$ cat src/rtl/id_stage_piped.sv
// RV32I decode stage: decode, register-file read with WB write-through, registered ID/EX boundary.
// One cycle latency. Load-use stall and flush load a bubble; flush outranks stall.
module id_stage_piped #(
  parameter int WORD_SIZE = 32,
  parameter int NUM_REGS  = 32,
  parameter int REG_SEL   = $clog2(NUM_REGS),
  parameter int ADDR_SIZE = 10
) (
  input  logic                 clk,
  input  logic                 rst,
  input  logic                 in_valid,
  input  logic [WORD_SIZE-1:0] instr,
  input  logic [ADDR_SIZE-1:0] pc,
  input  logic                 flush,
  input  logic                 reg_write,
  input  logic [REG_SEL-1:0]   rd_select,
  input  logic [WORD_SIZE-1:0] rd_data,
  output logic                 stall,
  output logic                 out_valid,
  output logic [ADDR_SIZE-1:0] out_pc,
  output logic [WORD_SIZE-1:0] immd,
  output logic [WORD_SIZE-1:0] data1,
  output logic [WORD_SIZE-1:0] data2,
  output logic [REG_SEL-1:0]   rs1,
  output logic [REG_SEL-1:0]   rs2,
  output logic [REG_SEL-1:0]   destination,
  output logic [3:0]           alu_op,
  output logic                 mem_read,
  output logic                 mem_write,
  output logic                 mem_to_reg,
  output logic                 reg_write_out,
  output logic                 alu_src,
  output logic                 branch,
  output logic                 jump,
  output logic                 pc_src1,
  output logic                 illegal
);

  localparam logic [6:0] OPC_OP     = 7'b0110011;
  localparam logic [6:0] OPC_OP_IMM = 7'b0010011;
  localparam logic [6:0] OPC_LOAD   = 7'b0000011;
  localparam logic [6:0] OPC_STORE  = 7'b0100011;
  localparam logic [6:0] OPC_BRANCH = 7'b1100011;
  localparam logic [6:0] OPC_JAL    = 7'b1101111;
  localparam logic [6:0] OPC_JALR   = 7'b1100111;
  localparam logic [6:0] OPC_LUI    = 7'b0110111;
  localparam logic [6:0] OPC_AUIPC  = 7'b0010111;

  typedef struct packed {
    logic                 valid;
    logic [ADDR_SIZE-1:0] pc;
    logic [WORD_SIZE-1:0] immd;
    logic [WORD_SIZE-1:0] data1;
    logic [WORD_SIZE-1:0] data2;
    logic [REG_SEL-1:0]   rs1;
    logic [REG_SEL-1:0]   rs2;
    logic [REG_SEL-1:0]   dest;
    logic [3:0]           alu_op;
    logic                 mem_read;
    logic                 mem_write;
    logic                 mem_to_reg;
    logic                 reg_write;
    logic                 alu_src;
    logic                 branch;
    logic                 jump;
    logic                 pc_src1;
    logic                 illegal;
  } id_ex_t;

  logic [WORD_SIZE-1:0] rf_q [NUM_REGS];
  logic [WORD_SIZE-1:0] rf_d [NUM_REGS];
  id_ex_t               ex_q, ex_d, dec;

  logic [6:0]           opcode;
  logic [2:0]           funct3;
  logic [REG_SEL-1:0]   rs1_idx, rs2_idx, rd_idx;
  logic [31:0]          imm32;
  logic [WORD_SIZE-1:0] rdata1, rdata2;
  logic                 use_rs1, use_rs2;

  assign opcode  = instr[6:0];
  assign funct3  = instr[14:12];
  assign rs1_idx = instr[15 +: REG_SEL];
  assign rs2_idx = instr[20 +: REG_SEL];
  assign rd_idx  = instr[7 +: REG_SEL];

  // Write-through read: a same-cycle WB write to the source index wins over stored state.
  function automatic logic [WORD_SIZE-1:0] rf_read(input logic [REG_SEL-1:0] idx);
    if (idx == '0)
      return '0;
    else if (reg_write && rd_select == idx)
      return rd_data;
    else
      return rf_q[idx];
  endfunction

  assign rdata1 = rf_read(rs1_idx);
  assign rdata2 = rf_read(rs2_idx);

  always_comb begin
    rf_d = rf_q;
    if (reg_write && rd_select != '0)
      rf_d[rd_select] = rd_data;
  end

  always_comb begin
    dec    = '0;
    imm32  = '0;
    dec.valid = 1'b1;
    dec.pc    = pc;
    dec.rs1   = rs1_idx;
    dec.rs2   = rs2_idx;
    dec.dest  = rd_idx;
    dec.data1 = rdata1;
    dec.data2 = rdata2;
    case (opcode)
      OPC_OP: begin
        dec.reg_write = 1'b1;
        dec.alu_op    = {instr[30], funct3};
      end
      OPC_OP_IMM: begin
        imm32         = {{20{instr[31]}}, instr[31:20]};
        dec.reg_write = 1'b1;
        dec.alu_src   = 1'b1;
        dec.alu_op    = {(funct3 == 3'b101) & instr[30], funct3};
      end
      OPC_LOAD: begin
        imm32          = {{20{instr[31]}}, instr[31:20]};
        dec.mem_read   = 1'b1;
        dec.mem_to_reg = 1'b1;
        dec.reg_write  = 1'b1;
        dec.alu_src    = 1'b1;
      end
      OPC_STORE: begin
        imm32         = {{20{instr[31]}}, instr[31:25], instr[11:7]};
        dec.mem_write = 1'b1;
        dec.alu_src   = 1'b1;
      end
      OPC_BRANCH: begin
        imm32      = {{19{instr[31]}}, instr[31], instr[7], instr[30:25], instr[11:8], 1'b0};
        dec.branch = 1'b1;
        dec.alu_op = 4'b1000;
      end
      OPC_JAL: begin
        imm32         = {{11{instr[31]}}, instr[31], instr[19:12], instr[20], instr[30:21], 1'b0};
        dec.jump      = 1'b1;
        dec.reg_write = 1'b1;
        dec.alu_src   = 1'b1;
        dec.pc_src1   = 1'b1;
      end
      OPC_JALR: begin
        imm32         = {{20{instr[31]}}, instr[31:20]};
        dec.jump      = 1'b1;
        dec.reg_write = 1'b1;
        dec.alu_src   = 1'b1;
      end
      OPC_LUI: begin
        imm32         = {instr[31:12], 12'b0};
        dec.reg_write = 1'b1;
        dec.alu_src   = 1'b1;
      end
      OPC_AUIPC: begin
        imm32         = {instr[31:12], 12'b0};
        dec.reg_write = 1'b1;
        dec.alu_src   = 1'b1;
        dec.pc_src1   = 1'b1;
      end
      default: dec.illegal = 1'b1;
    endcase
    dec.immd = WORD_SIZE'($signed(imm32));
    // PC-relative and upper-immediate forms take no register operands.
    if (opcode == OPC_LUI || opcode == OPC_AUIPC || opcode == OPC_JAL) begin
      dec.data1 = '0;
      dec.data2 = '0;
    end
  end

  always_comb begin
    use_rs1 = (opcode == OPC_OP) || (opcode == OPC_OP_IMM) || (opcode == OPC_LOAD) ||
              (opcode == OPC_STORE) || (opcode == OPC_BRANCH) || (opcode == OPC_JALR);
    use_rs2 = (opcode == OPC_OP) || (opcode == OPC_STORE) || (opcode == OPC_BRANCH);
    stall   = !rst && !flush && in_valid && ex_q.valid && ex_q.mem_read &&
              (ex_q.dest != '0) &&
              ((use_rs1 && rs1_idx == ex_q.dest) || (use_rs2 && rs2_idx == ex_q.dest));
  end

  always_comb begin
    ex_d = dec;
    if (flush || !in_valid || stall)
      ex_d = '0;
  end

  always_ff @(posedge clk) begin
    if (rst) begin
      ex_q <= '0;
      for (int i = 0; i < NUM_REGS; i++)
        rf_q[i] <= '0;
    end else begin
      ex_q <= ex_d;
      rf_q <= rf_d;
    end
  end

  assign out_valid     = ex_q.valid;
  assign out_pc        = ex_q.pc;
  assign immd          = ex_q.immd;
  assign data1         = ex_q.data1;
  assign data2         = ex_q.data2;
  assign rs1           = ex_q.rs1;
  assign rs2           = ex_q.rs2;
  assign destination   = ex_q.dest;
  assign alu_op        = ex_q.alu_op;
  assign mem_read      = ex_q.mem_read;
  assign mem_write     = ex_q.mem_write;
  assign mem_to_reg    = ex_q.mem_to_reg;
  assign reg_write_out = ex_q.reg_write;
  assign alu_src       = ex_q.alu_src;
  assign branch        = ex_q.branch;
  assign jump          = ex_q.jump;
  assign pc_src1       = ex_q.pc_src1;
  assign illegal       = ex_q.illegal;

endmodule
$ cat config.mk
export PLATFORM = sky130hd
export DESIGN_NAME = id_stage_piped
export DESIGN_NICKNAME = d
export VERILOG_FILES = /design/src/rtl/id_stage_piped.sv
export SDC_FILE = /design/constraint.sdc
export NUM_CORES = 2
export LEC_CHECK = 0
export BUFFER_PORTS_ARGS = -buffer_cell sky130_fd_sc_hd__buf_2
export CORE_ASPECT_RATIO = 0.8
export CORE_MARGIN = 2
export CORE_UTILIZATION = 48
export CTS_CLUSTER_SIZE = 14
export DETAILED_ROUTE_END_ITERATION = 12
export PLACE_DENSITY = 0.6
export SYNTH_ARGS = -nofsm -noshare
export SYNTH_HDL_FRONTEND = slang
export SYNTH_SLANG_ARGS = --single-unit
$ cat constraint.sdc
create_clock -name clk -period 6.9 [get_ports clk]
set_input_delay 1.035 -clock clk [delete_from_list [all_inputs] [get_ports clk]]
set_output_delay 1.035 -clock clk [all_outputs]
set_load 0.01 [all_outputs]
==> metrics.yaml <==
status: "finished clean"
syn_avg_cell_area_um2: 8.69
hold_viol: 0
worstPathArrival_ps: 3080
cts_max_level: 3
synth_common_cells: "nand2_1, dfxtp_1, a21oi_1"
antenna_found_initial: 23
synth_seq_area_share: 0.414
routabilityCongestion: 0.929
final_antenna_net_count: 0
path_cells: "buf_8 > nor2_1 > and2_1 > o2111ai_2 > a21o_4 > inv_2 > buf_2"
clock-sinks: 1158
grtUsageTotal: 0.355
cp.depth: 7
grt_pass1_vias: 44991
drt_iter0_markers: 7497
syn_nets: 6526
fin_skew_ps: 25.4
cap_violations: 0
yosysMostFrequentCell: "nand2_1"
holdWs_ps: 462
largest_reg_flops: 1024
period_minus_slack_ps: 4120
ff2ff_setup_slack_ps: 4010
path_delay_family: "simple AND/OR/NAND/NOR gates"
worst_setup_path_start_kind: "primary input"
slew_viol_final: 0
r2r_start: "destination[0]"
hpwl_um: 133000
critical_path_buf_inv_count: 3
drt-vias-per-instance: 6.38
crit_end: "stall"
hp-class: "register to register"
row_count: 112
cts_resized: 0
synthToLayoutAreaGrowth_pct: 10.0
setup_viol: 0
portBuffers: 219
ys_ff_latch: 1158
grt-ovfl-total: 0
end_kind: "output pin"
grt_pass1_wl_um: 315000
io_pins: 220
setup_tns_ps: 0
vias: 50107
clk-insertion-delay-late_ps: 760
async_flop_share: 0
synthFlopType: "dfxtp_1"
startpoint: "rst"
rsz0062_at_grt: "false"
clockRootBuffer: "clkbuf_16"
hold_buffers: 0
critPathSlowestCell: "and2_1"
fp.dieH_um: 310
die_x_um: 386
start_util: 0.482
cts_buffer_depth: 3
yosysWarnings: 0
fin_crit_sh: 0.597
wire_per_inst_um: 27.8
cpPeakStageDelay_ps: 790
drc: 0
dr.pass1.iters: 8
path_class: "primary input to output pin"
drive_gt1_frac: 0.159
grt_max_degree: 225
p_per_area_nw_per_um2: 242
synth.top_cell.area_share: 0.414
die_area_um2: 119000
cts_setup_buffers: 0
postSynthCellCount: 6442
rr_worst_depth: 6
cts.clk_slew.worst_paths_ps: 60
synth_area_leaders: "dfxtp_1, mux4_2, nand2_1"
cts_tree: "yes"
worstMarginPinSlew_ps: 1440
maxSlewHeadroom: 0.0352
nets: 6288
ir_drop_uv: 201
numCtsBuffers: 121
max_freq_mhz: 243
synth_edf_count: 0
ys_types: 62
synth_top_area_cell: "dfxtp_1"
reg2reg_to: "data1[31]"
required_ps: 5860
wirelength_um: 218000
syn_area_um2: 56000
leakagePower_nw: 21.1
coreArea_um2: 116000
max_flop_register: "rf_q"
cp_max_fo: 96
[per-stage QoR]
stage / power, W / area (µm²) / instances / util / worst slack, ps
floorplan: 0.00768 / 56000 / 6442 / - / 3790
global placement: 0.00809 / 57400 / 7620 / 0.494 / 2740
detailed placement: 0.00809 / 57400 / 7620 / 0.494 / 2730
CTS: 0.0149 / 61600 / 7843 / 0.530 / 2790
global route: 0.0153 / 61600 / 7849 / 0.531 / 2580
finish: 0.0149 / 61600 / 7849 / 0.531 / 2780
[worst min path at each step]
stage	startpoint	endpoint	slack [ps]	depth (start not counted)
final	rf_q[189]	rf_q[189]	460	2
after global routing	rf_q[663]	rf_q[663]	480	2
after CTS	rf_q[183]	rf_q[183]	470	2
after detailed placement	rf_q[189]	rf_q[189]	460	2
after global placement	rf_q[569]	rf_q[569]	450	2
after floorplan	rf_q[160]	rf_q[160]	440	2
[worst min-delay path, delay by kind of cell (launching register included)]
family / cells / cell delay [ps]
AOI/OAI and AO/OA: 1 / 50
DFF: 1 / 310
and+or+nand+nor: 1 / 50
[routing by layer]
layer / up-vias / global-route usage / routed length, µm / share of wire
li1: 21907 / - / - / -
met1: 24570 / 0.514 / 89600 / 0.41
met2: 3141 / 0.485 / 89100 / 0.41
met3: 467 / 0.135 / 32200 / 0.15
met4: 22 / 0.105 / 6930 / 0.032
met5: - / 0.00644 / 245 / 0.0011
[report_power, final]
part	leakage [nW]	switching [W]	internal [W]
combinational	9.73	0.000857	0.000348
clock	2.05	0.00292	0.00401
sequential	9.34	0.0000469	0.00674
[cells in the final DEF, fill, tap and decap left out, types with 13 or more instances in the layout]
cell / synthesis / routed
mux2i_1: 299 / 299
and3_1: 38 / 36
mux4_2: 389 / 389
clkinv_2: 0 / 27
dfxtp_1: 1158 / 1158
nor3_1: 15 / 15
nand3_1: 13 / 13
mux2_2: 25 / 25
a221oi_1: 22 / 22
nand2_1: 2116 / 2109
a22o_1: 20 / 20
o22ai_1: 57 / 57
a21oi_1: 1072 / 1072
nor2b_1: 51 / 50
buf_4: 26 / 91
clkbuf_16: 0 / 127
clkbuf_1: 512 / 18
buf_2: 88 / 212
nor2_4: 0 / 28
a211oi_1: 14 / 14
o21ai_0: 29 / 29
nor4_1: 23 / 23
a22oi_1: 104 / 104
o32ai_1: 21 / 21
or3_1: 24 / 23
nor2_1: 117 / 89
xor2_1: 17 / 17
o221ai_1: 21 / 21
a211o_1: 20 / 20
clkbuf_8: 0 / 28
[cell families after synthesis]
group	synth area share
XOR/XNOR	0.00328
multiplexers	0.215
AND/OR/NAND/NOR	0.176
AO/OA/AOI/OAI	0.141
buffers and inverters	0.0513
flip-flops	0.414
[layout make-up]
cell class | count | area [µm²]
fill | 10505 | 54500
clock buffer | 173 | 3630
inverter | 7 | 26.3
multi-input combinational | 4597 | 30300
clock inverter | 50 | 538
tap | 1539 | 1930
antenna | 6 | 15.0
sequential | 1158 | 23200
timing repair buffer | 319 | 2040
Note: power is estimated with default switching activity, not from simulation.
